**config.mk**
```make
export PLATFORM = sky130hd
export DESIGN_NAME = ad9866_spi_responder
export DESIGN_NICKNAME = d
export VERILOG_FILES = /design/src/rtl/ad9866_spi_responder.sv
export SDC_FILE = /design/constraint.sdc
export NUM_CORES = 1
export LEC_CHECK = 0
export ABC_AREA = 1
export ABC_CLOCK_PERIOD_IN_PS = 1700
export CAP_MARGIN = 20
export CORE_MARGIN = 2
export CORE_UTILIZATION = 43
export CTS_CLUSTER_SIZE = 24
export DETAILED_ROUTE_END_ITERATION = 8
export GPL_TIMING_DRIVEN = 0
export MAX_ROUTING_LAYER = met4
export PLACE_DENSITY = 0.57
export RECOVER_POWER = 50
export SLEW_MARGIN = 25
export SYNTH_ARGS = -nofsm -noshare
export SYNTH_HDL_FRONTEND = slang
export SYNTH_SLANG_ARGS = --single-unit
```
**constraint.sdc**
```tcl
create_clock -name clk -period 1.7 [get_ports clk]
set_input_delay 0.17 -clock clk [delete_from_list [all_inputs] [get_ports clk]]
set_output_delay 0.17 -clock clk [all_outputs]
set_load 0.02 [all_outputs]
```
**src/rtl/ad9866_spi_responder.sv**
```systemverilog
// ad9866_spi_responder
//   SPI target for the 16-bit AD9866 control frame with a 32x8 shadow
//   register file. Stands in for the codec control port and mirrors its
//   register state for local readback.
//
//   Frame (bit 15 first): [15] R/W (1 = read), [14:13] byte count (must be
//   00), [12:8] address, [7:0] data.
//
// Ports
//   clk, rst              system clock, synchronous active-high reset
//   spi_sclk/sdio/sen_n   SPI inputs (sclk idles low, sen_n active low)
//   spi_sdo, spi_sdo_oe   readback data and its enable (reg0[7] = 4-wire)
//   wr_strobe/addr/data   one-cycle pulse with the committed write
//   frame_err             one-cycle pulse on a malformed frame
//   lcl_addr, lcl_data    local readback, 1-cycle registered latency
//
// Build option
//   AD9866_RESPONDER_STATS_EN adds frame_cnt (good frames, wraps) and
//   err_cnt (frame errors, saturates at 8'hFF).
module ad9866_spi_responder #(
  parameter int         SYNC_STAGES = 0,
  parameter logic [7:0] REG0_RESET  = 8'h00
) (
  input  logic       clk,
  input  logic       rst,
  input  logic       spi_sclk,
  input  logic       spi_sdio,
  input  logic       spi_sen_n,
  output logic       spi_sdo,
  output logic       spi_sdo_oe,
  output logic       wr_strobe,
  output logic [4:0] wr_addr,
  output logic [7:0] wr_data,
  output logic       frame_err,
  input  logic [4:0] lcl_addr,
  output logic [7:0] lcl_data
`ifdef AD9866_RESPONDER_STATS_EN
  ,
  output logic [15:0] frame_cnt,
  output logic [7:0]  err_cnt
`endif
);

  typedef enum logic [1:0] {IDLE, SHIFT, DONE} state_t;

  localparam logic [31:0][7:0] REGS_RESET = {{31{8'h00}}, REG0_RESET};

  logic sclk_s, sdio_s, sen_n_s;

  // Input synchronizers (bypassed when the master shares clk)
  generate
    if (SYNC_STAGES == 0) begin : g_nosync
      assign sclk_s  = spi_sclk;
      assign sdio_s  = spi_sdio;
      assign sen_n_s = spi_sen_n;
    end else begin : g_sync
      logic [SYNC_STAGES-1:0] sclk_sync_q, sclk_sync_d;
      logic [SYNC_STAGES-1:0] sdio_sync_q, sdio_sync_d;
      logic [SYNC_STAGES-1:0] sen_sync_q, sen_sync_d;

      always_comb begin
        sclk_sync_d = SYNC_STAGES'({sclk_sync_q, spi_sclk});
        sdio_sync_d = SYNC_STAGES'({sdio_sync_q, spi_sdio});
        sen_sync_d  = SYNC_STAGES'({sen_sync_q, spi_sen_n});
      end

      always_ff @(posedge clk) begin
        if (rst) begin
          sclk_sync_q <= '0;
          sen_sync_q  <= '1;
        end else begin
          sclk_sync_q <= sclk_sync_d;
          sen_sync_q  <= sen_sync_d;
        end
        sdio_sync_q <= sdio_sync_d;
      end

      assign sclk_s  = sclk_sync_q[SYNC_STAGES-1];
      assign sdio_s  = sdio_sync_q[SYNC_STAGES-1];
      assign sen_n_s = sen_sync_q[SYNC_STAGES-1];
    end
  endgenerate

  state_t            state_q, state_d;
  logic              sclk_prev_q, sclk_prev_d;
  logic              sen_prev_q, sen_prev_d;
  logic [4:0]        cnt_q, cnt_d;
  logic [15:0]       shift_q, shift_d;
  logic [7:0]        sdo_sr_q, sdo_sr_d;
  logic              sdo_oe_q, sdo_oe_d;
  logic              wr_strobe_q, wr_strobe_d;
  logic [4:0]        wr_addr_q, wr_addr_d;
  logic [7:0]        wr_data_q, wr_data_d;
  logic              frame_err_q, frame_err_d;
  logic [7:0]        lcl_data_q, lcl_data_d;
  logic [31:0][7:0]  regs_q, regs_d;

  logic sclk_rise, sen_fall, sen_rise;

  assign sclk_rise = sclk_s & ~sclk_prev_q;
  assign sen_fall  = ~sen_n_s & sen_prev_q;
  assign sen_rise  = sen_n_s & ~sen_prev_q;

  always_comb begin
    state_d     = state_q;
    sclk_prev_d = sclk_s;
    sen_prev_d  = sen_n_s;
    cnt_d       = cnt_q;
    shift_d     = shift_q;
    sdo_sr_d    = sdo_sr_q;
    sdo_oe_d    = sdo_oe_q;
    wr_strobe_d = 1'b0;
    wr_addr_d   = wr_addr_q;
    wr_data_d   = wr_data_q;
    frame_err_d = 1'b0;
    regs_d      = regs_q;
    // Reads the pre-write contents, so a same-cycle write shows up one cycle later
    lcl_data_d  = regs_q[lcl_addr];

    case (state_q)
      IDLE: begin
        if (sen_fall) begin
          state_d = SHIFT;
          cnt_d   = 5'd0;
          shift_d = 16'h0000;
        end
      end
      SHIFT: begin
        // Frame end wins over a coincident sclk rise; that rise is dropped
        if (sen_rise) begin
          state_d  = DONE;
          sdo_oe_d = 1'b0;
        end else if (sclk_rise) begin
          shift_d = {shift_q[14:0], sdio_s};
          if (cnt_q != 5'd17) begin
            cnt_d = cnt_q + 5'd1;
          end
          // 8th rise completes the header: arm readback for a valid read
          if (cnt_q == 5'd7 && shift_d[7] && shift_d[6:5] == 2'b00) begin
            sdo_sr_d = regs_q[shift_d[4:0]];
            sdo_oe_d = regs_q[0][7];
          end else if (cnt_q >= 5'd8) begin
            sdo_sr_d = {sdo_sr_q[6:0], 1'b0};
          end
        end
      end
      DONE: begin
        state_d = IDLE;
        if (cnt_q == 5'd16 && shift_q[14:13] == 2'b00) begin
          if (!shift_q[15]) begin
            regs_d[shift_q[12:8]] = shift_q[7:0];
            wr_strobe_d           = 1'b1;
            wr_addr_d             = shift_q[12:8];
            wr_data_d             = shift_q[7:0];
          end
        end else if (cnt_q != 5'd0) begin
          frame_err_d = 1'b1;
        end
      end
      default: state_d = IDLE;
    endcase
  end

  always_ff @(posedge clk) begin
    if (rst) begin
      state_q     <= IDLE;
      sclk_prev_q <= 1'b0;
      sen_prev_q  <= 1'b1;
      cnt_q       <= 5'd0;
      sdo_oe_q    <= 1'b0;
      wr_strobe_q <= 1'b0;
      wr_addr_q   <= 5'd0;
      wr_data_q   <= 8'h00;
      frame_err_q <= 1'b0;
      lcl_data_q  <= 8'h00;
      regs_q      <= REGS_RESET;
    end else begin
      state_q     <= state_d;
      sclk_prev_q <= sclk_prev_d;
      sen_prev_q  <= sen_prev_d;
      cnt_q       <= cnt_d;
      sdo_oe_q    <= sdo_oe_d;
      wr_strobe_q <= wr_strobe_d;
      wr_addr_q   <= wr_addr_d;
      wr_data_q   <= wr_data_d;
      frame_err_q <= frame_err_d;
      lcl_data_q  <= lcl_data_d;
      regs_q      <= regs_d;
    end
    shift_q  <= shift_d;
    sdo_sr_q <= sdo_sr_d;
  end

  // sdo is held low whenever it is not carrying read data
  assign spi_sdo    = sdo_sr_q[7] & sdo_oe_q;
  assign spi_sdo_oe = sdo_oe_q;
  assign wr_strobe  = wr_strobe_q;
  assign wr_addr    = wr_addr_q;
  assign wr_data    = wr_data_q;
  assign frame_err  = frame_err_q;
  assign lcl_data   = lcl_data_q;

`ifdef AD9866_RESPONDER_STATS_EN
  logic [15:0] frame_cnt_q, frame_cnt_d;
  logic [7:0]  err_cnt_q, err_cnt_d;
  logic        good_frame;

  assign good_frame = (state_q == DONE) && (cnt_q == 5'd16) && (shift_q[14:13] == 2'b00);

  always_comb begin
    frame_cnt_d = frame_cnt_q;
    err_cnt_d   = err_cnt_q;
    if (good_frame) begin
      frame_cnt_d = frame_cnt_q + 16'd1;
    end
    if (frame_err_d && err_cnt_q != 8'hFF) begin
      err_cnt_d = err_cnt_q + 8'd1;
    end
  end

  always_ff @(posedge clk) begin
    if (rst) begin
      frame_cnt_q <= 16'd0;
      err_cnt_q   <= 8'd0;
    end else begin
      frame_cnt_q <= frame_cnt_d;
      err_cnt_q   <= err_cnt_d;
    end
  end

  assign frame_cnt = frame_cnt_q;
  assign err_cnt   = err_cnt_q;
`endif

endmodule

```
==> metrics.txt <==
CP max-delay cell edfxtp_1; GRT Total Usage 0.451; fin crit share 1.10; R2R Path End sdo_sr_q[1]; nets@finish 2841; RSZ-0062 raised after global routing true; ratio of cells with drive above 1 in the final layout 0.212; Least-Margin Pin Slew 1.06 ns; GR Overflow Total 0; Non-Filler Instances 3385; commonest non-fill, non-tap cell in the layout nand2_1; sequential-to-total area share from yosys stat 0.381; Fillers 3753; Unique masters post-synth 23; HPWL after DPL 65400 um; Die W 203 um; CP Cell Sequence inv_2, clkbuf_16, buf_12, nand3_1, nand3_1, nand2_2, nand2_1, nand3_2, nand3_2, nand2_2; first-pass GRT wire length 131000 um; Routed Antenna Nets 0; via count 21.6k; setup TNS -19.92 ns; Hold Buf Count CTS 0; P_leak 8.04 nW; endpoints failing hold 0; area of the core 39500 sq um; DR iter-0 viols 3317; Max Cap Viol 0; Syn Inst Count 2643; Hold Path End lcl_data[5]; Crit path largest cell delay 0.47 ns; Post-Syn Area per Cell 6.47 sq um; Pre-antenna DRT Iters 6; status complete, but fails checks; worst relative slew slack 0.295; commonest non-fill, non-tap cells in the layout 832 x nand2_1, 323 x nand3_1, 285 x dfxtp_1; final setup margin -0.177 ns; Final Power 0.0198 W; pin count of the biggest net entering global routing 15; Setup Skew 0.0147 ns; min-delay worst type in -> reg; Power Density 855 nW/um^2; Area contributors post-synth dfxtp_1 34%, nand2_1 20%, nand3_1 12%, nand4_1 9.2%, a21oi_1 7.8%; Final Setup Violations 282; setup slack, reg-to-reg -0.18 ns; Via-to-Cell Ratio 6.38; post-synth top area share 0.339; Peak VDD IR 832 uV; Syn-to-layout area delta 35.4%; die area 41400 sq um; WS Path Type reg -> reg; crit end category flip-flop; CTS root buffer clkbuf_16; TritonCTS Sinks 313; CTS Buf Count 36; multi-input logic area 10700 sq um; Highest Clock Rate 533 MHz; final WL 94700 um; Yosys warning count 0; number of antenna violations at the first check in global routing 3; TritonCTS clock tree done; HP Start lcl_addr[4]; Clock Latency Late Sink 0.57 ns; crit-path max FO 5; FF-to-FF Start shift_q[0]; Rows 73; Clock Path Buffers 3; Post-Syn Area 17100 sq um; Period minus WS final 1.88 ns; Die Ht 203 um; Critical Path RT 2.02 ns; Routed wire per std cell 28.0 um; Critical Path Start Type flip-flop; WHS 0.145 ns; FF+latch count, synth 313; top cell type by total area after synthesis dfxtp_1; cell count of the worst reg-to-reg path 10; H-tree levels 2; Port-buffer cells 31; Starting Density 0.433; remaining routing DRC violations 0; net count after synthesis 2656; Worst Hold Depth 4; vias in the first global route 19.2k; Post-Route Utilization 0.586; Worst-path clk slew 0.06 ns; num ports 35; failing checks negative setup slack; Reg area 6510 sq um; placer's final routability congestion estimate 1.06; Inst Count DP 3200; CP arrival 2.20 ns; Max Slew Vio Count 0
Yosys cell counts:
cell,instances
xor2_1,2
a21oi_1,266
buf_2,1
o21ai_0,65
buf_4,8
ha_1,3
inv_1,29
nand4_1,250
buf_1,23
nor3_1,1
nor2_4,1
buf_6,23
nand2_1,893
dfxtp_1,289
clkinv_1,4
edfxtp_1,24
inv_2,4
o22ai_1,8
clkbuf_1,178
nand2_4,1
nor2_1,165
nor4_4,1
nand3_1,404
final cells by class:
class,count,share of cell area
diodes,5,0.000541
inverters,37,0.00709
clock buffers,56,0.0474
flip-flops and latches,313,0.282
multi-input cells,2060,0.464
clock inverters,9,0.00568
plain buffers,227,0.0837
repair buffers,152,0.0815
repair inverters,1,0.000270
well taps,525,0.0284
layer usage:
metal  GRT usage  wire length, um  vias up  share of wire
li1            -                -     9447              -
met1       0.582            36200    10200           0.38
met5           -                0        -              0
met4       0.281             7370        0          0.078
met2       0.637            39400     1569           0.42
met3       0.100            11800      424           0.12
worst max path at each step:
| stage | start | depth (start not counted) | to | slack, ns |
|---|---|---|---|---|
| 5_1_grt | shift_q[14] | 11 | regs_q[140] | -0.20 |
| 3_5_place_dp | spi_sdio | 10 | sdo_sr_q[0] | -1.53 |
| 2_1_floorplan | sclk_prev_q | 5 | shift_q[0] | -0.04 |
| 4_1_cts | shift_q[0] | 10 | sdo_sr_q[3] | -0.09 |
| 6_report | shift_q[0] | 10 | sdo_sr_q[1] | -0.18 |
| 3_3_place_gp | spi_sdio | 10 | sdo_sr_q[0] | -1.54 |
cells by family (layout without fill, tap and decap cells):
logic type      count (synthesis)  in the layout  synth area share
flops                         313            313             0.381
buf+inv                       270            482            0.0712
xor+xnor                        2              2           0.00103
simple gates                 1716           1716             0.445
compound gates                339            339            0.0999
other cells                     0              5                 0
fa+ha+maj                       3              3           0.00220
critical path, delay by kind of cell (launching register included):
family	cells	cell delay [ns]
and+or+nand+nor	7	0.66
DFF	1	0.47
buffers and inverters	3	0.47
timing repair:
action	CTS	global route
resized for setup	498	264
pin swaps	94	119
endpoints found under the hold margin	0	0
buffers inserted	72	23
cloned	6	21
setup endpoints to repair	313	311
state kept, by name, summed over array words and instances (netlist names):
register     flops
lcl_data         8
state_q          2
regs_q         256
wr_data          8
wr_addr          5
frame_err        1
cnt_q            5
sdo_sr_q         8
sclk_prev_q      1
spi_sdo_oe       1
sen_prev_q       1
wr_strobe        1
shift_q         16
power by group:
part	leakage [nW]	internal (W)	switching, W
logic	4.87	0.00106	0.00289
clock network	0.602	0.00491	0.00337
registers	2.56	0.00750	0.0000587
per-stage QoR:
stage	setup WS [ns]	instance area, sq um
2_1_floorplan	-0.0356	17100
3_3_place_gp	-1.54	18100
4_1_cts	-0.0889	21600
6_report	-0.177	23100
3_5_place_dp	-1.53	18100
5_1_grt	-0.204	23100
Power figures use the tool's default switching activity.
